===== src/rtl/enet_rx_pkg.sv =====
// enet_rx_pkg
// Shared definitions for the GMII receive frame engine: FSM state encoding,
// preamble/SFD byte values and the Ethernet CRC32 constants (reflected form).
package enet_rx_pkg;

  typedef enum logic [1:0] {
    IDLE,
    PRE,
    DATA,
    DROP
  } rx_state_e;

  localparam logic [7:0]  ENET_PREAMBLE    = 8'h55;
  localparam logic [7:0]  ENET_SFD         = 8'hD5;

  localparam logic [31:0] ENET_CRC_POLY    = 32'hEDB88320;
  localparam logic [31:0] ENET_CRC_INIT    = 32'hFFFFFFFF;
  // Register value left after running a good frame's FCS through the CRC.
  localparam logic [31:0] ENET_CRC_RESIDUE = 32'hDEBB20E3;

endpackage


===== src/rtl/enet_crc32_d8.sv =====
// enet_crc32_d8
// Combinational one-byte step of the Ethernet CRC32 (reflected polynomial,
// data consumed LSB first, no inversion). Shared by RX check and TX FCS.
// Ports:
//   i_data  8-bit data byte
//   i_crc   current 32-bit CRC register
//   o_crc   CRC register after absorbing i_data
module enet_crc32_d8
  import enet_rx_pkg::*;
(
  input  logic [7:0]  i_data,
  input  logic [31:0] i_crc,
  output logic [31:0] o_crc
);

  always_comb begin
    logic [31:0] w_c;
    w_c = i_crc;
    for (int i = 0; i < 8; i++) begin
      w_c = (w_c >> 1) ^ ((w_c[0] ^ i_data[i]) ? ENET_CRC_POLY : 32'h0);
    end
    o_crc = w_c;
  end

endmodule


===== src/rtl/enet_gmii_rx_frame.sv =====
// enet_gmii_rx_frame
// GMII receive frame engine: strips preamble/SFD, checks CRC32, removes the
// 4-byte FCS through a 5-entry delay line and streams payload bytes on a
// non-stallable valid/last/user interface. Frame status pulses on
// frame_good / frame_bad in the cycle the frame ends.
// Ports:
//   clk, rst            gmii_rx_clk, synchronous active-high reset
//   gmii_rx_dv/er/rxd   GMII receive byte stream
//   m_valid/data/last   payload byte stream (no backpressure)
//   m_user              bad frame flag, qualified by m_last
//   frame_good/bad      one-cycle end-of-frame status pulses
//   link_up, link_speed, full_duplex
//                       RGMII in-band status, present only when
//                       ENET_RX_INBAND_STATUS_EN is defined
module enet_gmii_rx_frame
  import enet_rx_pkg::*;
#(
  parameter int MAX_FRAME_LEN = 1518,
  parameter int MIN_FRAME_LEN = 64,
  parameter bit CHECK_CRC     = 1'b1
) (
  input  logic       clk,
  input  logic       rst,
  input  logic       gmii_rx_dv,
  input  logic       gmii_rx_er,
  input  logic [7:0] gmii_rxd,
  output logic       m_valid,
  output logic [7:0] m_data,
  output logic       m_last,
  output logic       m_user,
  output logic       frame_good,
  output logic       frame_bad
`ifdef ENET_RX_INBAND_STATUS_EN
  ,
  output logic       link_up,
  output logic [1:0] link_speed,
  output logic       full_duplex
`endif
);

  localparam logic [10:0] LP_MAX = 11'(MAX_FRAME_LEN);
  localparam logic [10:0] LP_MIN = 11'(MIN_FRAME_LEN);
  localparam logic [10:0] LP_DLY = 11'd5;

  rx_state_e        r_state;
  logic [31:0]      r_crc;
  logic [10:0]      r_cnt;
  logic             r_er;
  logic [4:0][7:0]  r_dly;   // [4] is the oldest byte once r_cnt >= 5
  logic [31:0]      w_crc_nxt;
  logic             w_eof_bad;

  enet_crc32_d8 u_crc (
    .i_data (gmii_rxd),
    .i_crc  (r_crc),
    .o_crc  (w_crc_nxt)
  );

  assign w_eof_bad = r_er | (r_cnt < LP_MIN) |
                     (CHECK_CRC & (r_crc != ENET_CRC_RESIDUE));

  always_ff @(posedge clk) begin
    if (rst) begin
      r_state    <= IDLE;
      r_crc      <= ENET_CRC_INIT;
      r_cnt      <= '0;
      r_er       <= 1'b0;
      r_dly      <= '0;
      m_valid    <= 1'b0;
      m_data     <= '0;
      m_last     <= 1'b0;
      m_user     <= 1'b0;
      frame_good <= 1'b0;
      frame_bad  <= 1'b0;
    end else begin
      m_valid    <= 1'b0;
      m_last     <= 1'b0;
      m_user     <= 1'b0;
      frame_good <= 1'b0;
      frame_bad  <= 1'b0;
      case (r_state)
        IDLE: begin
          if (gmii_rx_dv)
            r_state <= (gmii_rxd == ENET_PREAMBLE) ? PRE : DROP;
        end
        PRE: begin
          if (!gmii_rx_dv) begin
            r_state <= IDLE;
          end else if (gmii_rxd == ENET_SFD) begin
            r_state <= DATA;
            r_crc   <= ENET_CRC_INIT;
            r_cnt   <= '0;
            r_er    <= 1'b0;
          end else if (gmii_rxd != ENET_PREAMBLE) begin
            r_state <= DROP;
          end
        end
        DATA: begin
          if (gmii_rx_dv) begin
            if (r_cnt == LP_MAX) begin
              // Byte beyond the maximum length: close the frame now on the
              // oldest buffered byte and discard the remainder.
              m_valid   <= 1'b1;
              m_data    <= r_dly[4];
              m_last    <= 1'b1;
              m_user    <= 1'b1;
              frame_bad <= 1'b1;
              r_state   <= DROP;
            end else begin
              r_crc <= w_crc_nxt;
              r_dly <= {r_dly[3:0], gmii_rxd};
              r_cnt <= r_cnt + 11'd1;
              if (gmii_rx_er) r_er <= 1'b1;
              if (r_cnt >= LP_DLY) begin
                m_valid <= 1'b1;
                m_data  <= r_dly[4];
              end
            end
          end else begin
            // The 4 newest delay-line bytes are the FCS and are dropped.
            if (r_cnt >= LP_DLY) begin
              m_valid    <= 1'b1;
              m_data     <= r_dly[4];
              m_last     <= 1'b1;
              m_user     <= w_eof_bad;
              frame_good <= ~w_eof_bad;
              frame_bad  <= w_eof_bad;
            end else begin
              frame_bad  <= 1'b1;
            end
            r_state <= IDLE;
          end
        end
        DROP: begin
          if (!gmii_rx_dv) r_state <= IDLE;
        end
        default: r_state <= IDLE;
      endcase
    end
  end

`ifdef ENET_RX_INBAND_STATUS_EN
  // Between frames RGMII PHYs place link status on rxd[3:0].
  always_ff @(posedge clk) begin
    if (rst) begin
      link_up     <= 1'b0;
      link_speed  <= 2'b00;
      full_duplex <= 1'b0;
    end else if (!gmii_rx_dv && !gmii_rx_er) begin
      link_up     <= gmii_rxd[0];
      link_speed  <= gmii_rxd[2:1];
      full_duplex <= gmii_rxd[3];
    end
  end
`endif

endmodule


===== config.mk =====
export PLATFORM = sky130hd
export DESIGN_NAME = enet_gmii_rx_frame
export DESIGN_NICKNAME = d
export VERILOG_FILES = /design/src/rtl/enet_rx_pkg.sv /design/src/rtl/enet_crc32_d8.sv /design/src/rtl/enet_gmii_rx_frame.sv
export SDC_FILE = /design/constraint.sdc
export NUM_CORES = 1
export LEC_CHECK = 0
export CAP_MARGIN = 20
export CORE_MARGIN = 5
export CORE_UTILIZATION = 54
export DETAILED_ROUTE_END_ITERATION = 8
export MAX_ROUTING_LAYER = met4
export PLACE_DENSITY = 0.76
export SLEW_MARGIN = 20
export SYNTH_ARGS = -nofsm -noshare
export SYNTH_HDL_FRONTEND = slang
export SYNTH_SLANG_ARGS = --single-unit

===== constraint.sdc =====
create_clock -name clk -period 2 [get_ports clk]
set_input_delay 0.2 -clock clk [delete_from_list [all_inputs] [get_ports clk]]
set_output_delay 0.2 -clock clk [all_outputs]
set_load 0.01 [all_outputs]

==> flow_summary.ini, run 1 <==
[worst_setup_path]
cp.arrival_ns = 2.32
critical_path_buf_inv_count = 2
critical-path-max-stage-delay_ns = 0.52
r2r_end = r_cnt[7]
critPathTopFamily = simple AND/OR/NAND/NOR gates
start_kind = register
rr_startpoint = r_cnt[0]
path_class = register to register
slowest_stage = or4_4
worstPathCellList = inv_2 -> ha_4 -> and4bb_4 -> a41oi_4 -> o211ai_4 -> buf_12 -> or4_4 -> a21oi_2
reg2regPathDepth = 8
worstPathMaxFanout = 6
worst-r2r-setup-slack_ns = -0.002
critPathRequiredTime_ns = 2.31
endpoint_kind = register

[power_and_ir_drop]
leakage_nw = 2.05
vdd_ir_drop_max_mv = 0.456
powerDensity_mw_per_mm2 = 761

[synthesis]
postSynthCellCount = 482
yosys_register_bits = 99
synth.area.top_cells = dfxtp_1 43%, xnor2_1 7.9%, nand2_1 7.4%, a21oi_1 6.1%, xnor2_4 5.9%
syn_area_mm2 = 0.00466
ys_seq_area_share_pct = 42.5
synthSimpleGateAreaFrac_pct = 16.9
syn_area_per_cell_um2 = 9.67
synth-compound-area-share_pct = 15.7
synthAdderAreaFrac_pct = 0.806
synth_top_family_by_area = XOR/XNOR gates
synth_cell_types = 59
synth_nets = 497
muxShareOfSynthArea_pct = 1.93
async_flop_share_pct = 0
synth_top_area_share_pct = 42.5
ys.flop_type = dfxtp_1
synth_warnings = 0
synth_edf_count = 0
synthXorXnorAreaFrac_pct = 19.2
synth_top_area_cell = dfxtp_1

[job]
drv_cap = 0

[run_status]
violations = setup timing
outcome = finished with violations

[timing]
fin_crit_sh_pct = 100
drv_slew = 0
final-hold-violation-count = 0
slew_headroom_pct = 62.0
tightest_slew_ns = 0.569
fin_crit_ns = 2.00
fmax_mhz = 500
fin_setup_tns_ns = -0.00169
rsz0062_at_grt = yes
fin_skew_ns = 0.0104
setup_viol = 1
worst_slack_ns = -0.00169

[placement]
portBuffers = 24
place_area_mm2 = 0.00536
dp_hpwl_mm = 7.34
routabilityCongestion = 0.868
dp_cells = 643

[grt]
antenna_found_initial = 0
track_usage_pct = 21.6
grt_pass1_vias = 3504
grt_max_degree = 58
grt_pass1_wl_mm = 17.2
grt_overflow = 0

[worst_hold_path]
hold_path.class = input pin to register
hold_path.startpoint = rst
hold_end = r_crc[27]
holdPathStages = 3

[die]
die_h_um = 103
fp.coreArea_mm2 = 0.00830
start_util_pct = 56.1
fp-row-count = 33
ios = 25
die_w_um = 103
fp.dieArea_mm2 = 0.0106

[route]
wl_met3_um = 306
first_iter_violations = 167
via_per_inst = 5.40
ant_nets = 0
vias = 3588
drt-pass1-iter-count = 4
wl_met1_mm = 4.78
drc_errors = 0
wl_per_cell_um = 15.4
routed.top_layer = met4
wl_mm = 10.2
met2WireLength_mm = 4.87

[cts]
clk_latency_ns = 0.38
cts_sinks = 99
clockBufferDepth = 2
root_buffer = clkbuf_8
numCtsBuffers = 9
clk_pin_slew_ns = 0.10
htree_levels = 3
cts_tree = yes

[final_layout]
syn_to_final_growth_pct = 22.9
layout_common_cells = 98 x dfxtp_1, 91 x nand2_1, 55 x buf_4
design_area_mm2 = 0.00572
fin_nets = 569
drive_above_1_share_pct = 22.2
mostFrequentLayoutCell = dfxtp_1
fill_cells = 640
antenna-diode-count = 0
stdcell_count = 664
[report_power, final]
group,switching (mW),total [mW],internal [mW]
combinational,0.481,1.02,0.538
sequential,0.0586,2.08,2.02
clock,0.772,1.26,0.485
[worst min-delay path: stages]
cell and delay, ns:
buf_2 0.11, clkinv_1 0.22, nand2_1 0.08
[worst max path at each step]
| stage | startpoint | endpoint | depth (start not counted) |
|---|---|---|---|
| 6_report | r_cnt[0] | r_cnt[7] | 8 |
| 5_1_grt | r_cnt[0] | r_cnt[9] | 8 |
| 4_1_cts | r_cnt[0] | r_cnt[10] | 8 |
| 3_5_place_dp | gmii_rxd[5] | r_crc[14] | 7 |
| 3_3_place_gp | gmii_rxd[5] | r_cnt[6] | 7 |
| 2_1_floorplan | r_cnt[0] | r_crc[15] | 8 |
[timing repair]
action / CTS / global route
resized for setup: 1 / 24
setup endpoints to repair: 34 / 39
cloned: 0 / 1
pin swaps: 2 / 11
hold buffers: 0 / 0
setup buffers: 1 / 3
[per-stage QoR]
step                setup WS, ns  hold slack, ns  total power [mW]  utilization [%]
finish                  -0.00169           0.276              4.36             69.0
global route             -0.0324           0.288              4.57             69.0
CTS                      0.00361           0.233              4.37             67.2
detailed placement        -0.259           0.442              3.11             64.6
global placement          -0.184           0.438              3.09             64.6
floorplan                 0.0547           0.336              2.83                -
[flip-flops by register name, indices dropped and copies added (netlist names), 2 cells and up]
signal,cells
m_data,8
r_cnt,11
r_crc,32
r_dly,40
r_state,2
[cells in the mapped netlist, types with 4 or more instances]
| master | count |
|---|---|
| dfxtp_1 | 99 |
| nand2_1 | 92 |
| a21oi_1 | 57 |
| xnor2_1 | 42 |
| nor2_1 | 18 |
| clkbuf_1 | 16 |
| a2bb2oi_1 | 12 |
| xor2_1 | 12 |
| o22a_1 | 10 |
| xnor2_4 | 10 |
| mux2i_1 | 9 |
| o21ai_1 | 8 |
| or3_1 | 7 |
| nand3_1 | 6 |
| inv_1 | 5 |
| nor3_1 | 5 |
| o31ai_1 | 5 |
| or4_1 | 5 |
| a211o_1 | 4 |
[final cells by class]
| cell class | instances | area, um2 | share of cell area (%) |
|---|---|---|---|
| clock buffer | 9 | 124 | 2.16 |
| clock inverter | 7 | 67.6 | 1.18 |
| timing repair buffer | 85 | 756 | 13.2 |
| inverter | 6 | 22.5 | 0.393 |
| sequential | 99 | 1980 | 34.6 |
| multi-input combinational | 353 | 2640 | 46.1 |
| tap | 105 | 131 | 2.30 |
[cell families after synthesis]
group                      after synthesis
and+or+nand+nor                        161
AOI/OAI and AO/OA                      109
DFF                                     99
xor gates and xnor gates                71
buffers and inverters                   30
muxes                                    9
adders and majority gates                3
[layer usage]
layer | up-vias | track usage (%)
li1 | 1820 | -
met1 | 1696 | 28.2
met2 | 53 | 33.4
met3 | 19 | 3.86
met4 | 0 | 8.27
met5 | - | -
Power figures use the tool's default switching activity.
==> inputs of run 2 (changes only) <==
--- a/config.mk
+++ b/config.mk
@@ -6,12 +6,15 @@
 export NUM_CORES = 1
 export LEC_CHECK = 0
 export CAP_MARGIN = 20
+export CELL_PAD_IN_SITES_DETAIL_PLACEMENT = 2
+export CELL_PAD_IN_SITES_GLOBAL_PLACEMENT = 2
 export CORE_MARGIN = 5
-export CORE_UTILIZATION = 54
+export CORE_UTILIZATION = 35
 export DETAILED_ROUTE_END_ITERATION = 8
+export GPL_TIMING_DRIVEN = 0
 export MAX_ROUTING_LAYER = met4
-export PLACE_DENSITY = 0.76
-export SLEW_MARGIN = 20
+export PLACE_DENSITY_LB_ADDON = 0.1
+export SLEW_MARGIN = 30
 export SYNTH_ARGS = -nofsm -noshare
 export SYNTH_HDL_FRONTEND = slang
 export SYNTH_SLANG_ARGS = --single-unit
==> run 2 against run 1 <==
The flow still finishes with violations (setup timing); clock-buffer cell count increased by 1; flip-flop and latch count is the same; worst setup slack worse by 0.036 ns; critical path type unchanged; highest routed layer unchanged.
==> flow_summary.ini, run 2 (same netlist as run 1, synthesis figures left out) <==
[final_layout]
top_regs = r_dly x40, r_crc x32, r_cnt x11
regMostFlops = r_dly
layout_common_cells = 97 x dfxtp_1, 92 x nand2_1, 56 x a21oi_1
syn_to_final_growth_pct = 21.4
largest_register_ffs = 40
drive_above_1_share_pct = 16.4
design_area_mm2 = 0.00566
fin_nets = 540
fin_util_pct = 43.1
antenna-diode-count = 0
mostFrequentLayoutCell = dfxtp_1

[grt]
antenna_found_initial = 0
grt_pass1_wl_mm = 21.9
track_usage_pct = 18.1
grt_pass1_vias = 3919
grt_overflow = 0
grt_max_degree = 17

[die]
fp-row-count = 42
fp.coreArea_mm2 = 0.0131
start_util_pct = 35.5
die_h_um = 125
ios = 25
die_w_um = 125
fp.dieArea_mm2 = 0.0157

[timing]
drv_slew = 0
setup_viol = 21
fin_skew_ns = 0.00807
fin_crit_sh_pct = 102
fin_crit_ns = 2.04
rsz0062_at_grt = yes
slew_headroom_pct = 60.2
tightest_slew_ns = 0.598
worst_slack_ns = -0.0378
fmax_mhz = 491
final-hold-violation-count = 0

[cts]
numCtsBuffers = 9
cts_sinks = 99
cts_tree = yes
clk_pin_slew_ns = 0.07
root_buffer = clkbuf_16
htree_levels = 3
hold_buffers = 0
clk_latency_ns = 0.35
clockBufferDepth = 2

[job]
drv_cap = 0

[worst_setup_path]
path_class = register to register
cp.arrival_ns = 2.28
slowest_stage = dfxtp_4
reg2regPathDepth = 8
r2r_end = r_crc[10]
start_kind = register
rr_startpoint = r_cnt[1]
critPathCapture = r_crc[10]
critPathRequiredTime_ns = 2.24
critical-path-max-stage-delay_ns = 0.38
worstPathMaxFanout = 7
worst-path-stages = 8
critical_path_buf_inv_count = 2
critPathTopFamily = compound AO/OA/AOI/OAI gates
startpoint = r_cnt[1]
worstPathCellList = ha_2 -> and4bb_4 -> a41oi_4 -> o211ai_4 -> buf_6 -> nand2_8 -> buf_8 -> o22a_1
worst-r2r-setup-slack_ns = -0.04
endpoint_kind = register

[run_status]
outcome = finished with violations
violations = setup timing

[power_and_ir_drop]
internal-power_mw = 3.45
swShare_pct = 28.4
vdd_ir_drop_max_mv = 0.397
p_comb_share_pct = 20.2
leakage_nw = 1.91
seqPwrFrac_pct = 43.3
powerDensity_mw_per_mm2 = 853
clkPwrFrac_pct = 36.6
switching_power_mw = 1.37

[worst_hold_path]
holdPathStages = 3
hold_path.class = input pin to register

[route]
ant_nets = 0
first_iter_violations = 149
drc_errors = 0
via_per_inst = 5.17
wl_mm = 13.5
wl_per_cell_um = 19.1
vias = 3647
drt-pass1-iter-count = 4

[placement]
portBuffers = 23
routabilityCongestion = 0.765
dp_hpwl_mm = 9.63
place_area_mm2 = 0.00511
run 2: worst min-delay path, cell delays in order:
cell and delay, ns:
clkbuf_1 0.23, nand2_1 0.15, a21oi_1 0.05
run 2: worst min path at each step:
stage | endpoint | from | slack (ns)
2_1_floorplan | r_dly[0] | gmii_rxd[0] | 0.34
3_3_place_gp | r_dly[23] | r_dly[15] | 0.44
3_5_place_dp | r_dly[32] | r_dly[24] | 0.45
4_1_cts | r_state[1] | gmii_rx_dv | 0.31
5_1_grt | r_state[0] | gmii_rx_dv | 0.36
6_report | r_state[1] | gmii_rx_dv | 0.32
run 2: area by class of cell:
cell class / count / area, um2
fill: 1412 / 7480
sequential: 99 / 1990
timing repair buffer: 32 / 318
buffer: 24 / 146
clock inverter: 5 / 63.8
clock buffer: 10 / 229
inverter: 6 / 22.5
tap: 176 / 220
multi-input combinational: 353 / 2670
run 2: per-stage QoR:
step                      setup TNS, ns  cells  setup slack [ns]  power (mW)  hold WS [ns]
after global placement           -26.34    681            -0.500        3.03         0.441
after global routing              -3.18    705            -0.149        5.04         0.363
after floorplan                       0    482            0.0547        2.83         0.336
after detailed placement         -28.78    681            -0.506        3.05         0.449
after CTS                        -0.757    703           -0.0604        4.87         0.309
final                            -0.328    705           -0.0378        4.82         0.320
run 2: repair_timing:
action | 4_1_cts | 5_1_grt
pin swaps | 7 | 5
endpoints found under the setup margin | 86 | 63
setup buffers | 5 | 2
gates cloned | 2 | 0
resized for setup | 35 | 18
run 2: power groups by stage:
stage	combinational, mW	sequential (mW)	clock [mW]
floorplan	0.713	2.11	0
global placement	0.896	2.13	0
detailed placement	0.915	2.13	0
CTS	0.966	2.09	1.82
global route	1.04	2.09	1.90
finish	0.973	2.09	1.76
run 2: metal layers:
layer | share of wire, % | up-vias | global-route usage, %
met5 | 0 | - | -
met3 | 2.0 | 18 | 2.81
met4 | 2.1 | 0 | 6.76
met1 | 48 | 1825 | 23.4
li1 | - | 1764 | -
met2 | 47 | 40 | 28.7
==> inputs of run 3 (changes only) <==
--- a/config.mk
+++ b/config.mk
@@ -9,7 +9,7 @@
 export CELL_PAD_IN_SITES_DETAIL_PLACEMENT = 2
 export CELL_PAD_IN_SITES_GLOBAL_PLACEMENT = 2
 export CORE_MARGIN = 5
-export CORE_UTILIZATION = 35
+export CORE_UTILIZATION = 34
 export DETAILED_ROUTE_END_ITERATION = 8
 export GPL_TIMING_DRIVEN = 0
 export MAX_ROUTING_LAYER = met4
@@ -17,4 +17,5 @@
 export SLEW_MARGIN = 30
 export SYNTH_ARGS = -nofsm -noshare
 export SYNTH_HDL_FRONTEND = slang
+export SYNTH_HIERARCHICAL = 1
 export SYNTH_SLANG_ARGS = --single-unit
==> run 3 against run 2 <==
The run still ends with setup timing left; maximum frequency is 1.9% higher; critical path depth decreased by 2; cell area rose by 2.0%; global-route usage hardly changed; sequential power about the same; clock power rose by 9%; hold slack worse by 0.097 ns; power up 2.7%; clock-buffer cell count unchanged; routed wire length increased by 1.7%; worst setup slack improved by 0.038 ns; flip-flop and latch count unchanged; critical path type is now input pin to register.
==> flow_summary.ini, run 3 <==
[run_status]
outcome = finished with violations
violations = setup timing

[route]
first_iter_violations = 150
wl_met1_mm = 6.47
routed.top_layer = met4
ant_nets = 0
drc_errors = 0
wl_per_cell_um = 18.2
via_per_inst = 5.02
wl_mm = 13.7
met2WireLength_mm = 6.81
vias = 3785
wl_met3_um = 338
drt-pass1-iter-count = 4

[timing]
fmax_mhz = 500
worst_slack_ns = -0.000122
hold_ws_ns = 0.223
fin_skew_ns = 0.00522
fin_crit_sh_pct = 100
final-hold-violation-count = 0
drv_slew = 0
tightest_slew_ns = 0.591
fin_setup_tns_ns = -0.000122
setup_viol = 1
slew_headroom_pct = 60.4
fin_crit_ns = 2.00
rsz0062_at_grt = yes

[die]
start_util_pct = 34.7
die_w_um = 129
fp-row-count = 43
die_h_um = 129
fp.dieArea_mm2 = 0.0167
ios = 25
fp.coreArea_mm2 = 0.0139

[worst_setup_path]
slowest_stage = clkdlybuf4s50_1
start_kind = input pin
critical_path_buf_inv_count = 1
critPathTopFamily = XOR/XNOR gates
critPathRequiredTime_ns = 2.23
worstPathMaxFanout = 4
cp.arrival_ns = 2.23
startpoint = gmii_rxd[2]
critical-path-max-stage-delay_ns = 0.62
rr_startpoint = r_crc[2]
path_class = input pin to register
worstPathCellList = clkdlybuf4s50_1 -> xor2_2 -> xnor3_2 -> xnor3_1 -> nand2_1 -> nand3b_1
endpoint_kind = register

[synthesis]
ys_seq_area_share_pct = 41.1
synth-compound-area-share_pct = 7.06
syn_area_per_cell_um2 = 9.10
synthAdderAreaFrac_pct = 0.778
synth_most_common_cell = nand2_1
synthSimpleGateAreaFrac_pct = 25.8
ys.flop_type = dfxtp_1
yosys_register_bits = 99
async_flop_share_pct = 0
syn_area_mm2 = 0.00482
synth_top_family_by_area = simple AND/OR/NAND/NOR gates
synth_cell_types = 50
postSynthCellCount = 530
synth_top_area_share_pct = 41.1
synthXorXnorAreaFrac_pct = 19.9
synth_warnings = 6
synth_common_cells = 152 x nand2_1, 99 x dfxtp_1, 45 x a21oi_1
synth_nets = 545
synth_top_area_cell = dfxtp_1
muxShareOfSynthArea_pct = 1.66
synth.area.top_cells = dfxtp_1 41%, nand2_1 12%, xnor2_1 7.4%, nand3b_1 5.3%, a21oi_1 4.7%
synth_edf_count = 0

[power_and_ir_drop]
swShare_pct = 26.0
switching_power_mw = 1.29
internal-power_mw = 3.67
seqPwrFrac_pct = 41.8
powerDensity_mw_per_mm2 = 858
p_comb_share_pct = 19.5
vdd_ir_drop_max_mv = 0.420
leakage_nw = 2.21
clkPwrFrac_pct = 38.7

[final_layout]
regArea_mm2 = 0.00199
fill_cells = 1539
mostFrequentLayoutCell = nand2_1
design_area_mm2 = 0.00577
largest_register_ffs = 40
regMostFlops = r_dly
antenna-diode-count = 0
layout_common_cells = 152 x nand2_1, 98 x dfxtp_1, 45 x a21oi_1
multi_input_area_mm2 = 0.00277
syn_to_final_growth_pct = 19.6
top_regs = r_dly x40, r_crc x32, r_cnt x11
stdcell_count = 754
drive_above_1_share_pct = 12.7
fin_nets = 585

[cts]
htree_levels = 3
numCtsBuffers = 9
clockBufferDepth = 2
clk_latency_ns = 0.35
root_buffer = clkbuf_16
clk_pin_slew_ns = 0.07
cts_tree = yes
hold_buffers = 0
cts_sinks = 99

[grt]
grt_pass1_vias = 4176
grt_overflow = 0
track_usage_pct = 18.0
grt_pass1_wl_mm = 22.9
grt_max_degree = 17
antenna_found_initial = 0

[placement]
place_ws_ns = -0.644
dp_hpwl_mm = 10.2
dp_cells = 733
routabilityCongestion = 0.788
portBuffers = 23
place_area_mm2 = 0.00528

[worst_hold_path]
hold_path.class = input pin to register
hold_path.startpoint = gmii_rx_dv

[job]
drv_cap = 0
run 3: cell type report:
cell class	instances	area share, %
multi-input combinational	397	47.9
sequential	99	34.4
timing repair buffer	29	4.77
clock buffer	10	4.14
tap	180	3.90
buffer	29	3.04
clock inverter	5	1.47
inverter	5	0.325
run 3: path summary, 6_finish.rpt:
| kind | end | slack [ns] | cells past startpoint |
|---|---|---|---|
| setup / recovery | r_crc[26] | -0.0001 | 6 |
| hold / removal | m_user | 0.22 | 3 |
| setup reg to reg | r_crc[26] | 0.03 | 5 |
| hold reg to reg | r_dly[21] | 0.46 | 2 |
run 3: through the flow:
stage	utilization (%)	power, mW
final	41.6	4.95
after CTS	41.2	5.00
after global routing	41.6	5.16
after global placement	38.0	3.02
after detailed placement	38.0	3.04
after floorplan	-	2.81
run 3: what timing repair did:
action	4_1_cts	5_1_grt
gates resized for setup	19	9
pin swaps	2	4
endpoints found under the setup margin	78	52
setup buffers	2	4
run 3: power by group through the flow:
stage | combinational (mW) | clock, mW | sequential (mW)
after global placement | 0.911 | 0 | 2.11
after floorplan | 0.715 | 0 | 2.10
final | 0.966 | 1.92 | 2.07
after detailed placement | 0.929 | 0 | 2.11
after global routing | 1.04 | 2.05 | 2.08
after CTS | 0.961 | 1.97 | 2.07
run 3: cells by family (layout without fill, tap and decap cells):
kind of cell             after synthesis  in the layout
flip-flops                            99             99
buffers and inverters                 34             78
multiplexers                           8              8
AND/OR/NAND/NOR                      254            254
adder cells (fa/ha/maj)                3              3
AO/OA/AOI/OAI                         59             59
XOR/XNOR                              73             73
run 3: worst min-delay path: stages:
cell and delay, ns:
buf_2 0.17, nand3_1 0.09, o21ai_1 0.06
run 3: layer usage:
layer | GRT usage (%) | up-vias
li1 | - | 1857
met1 | 22.2 | 1888
met2 | 31.0 | 33
met3 | 3.87 | 7
met4 | 2.96 | 0
met5 | - | -
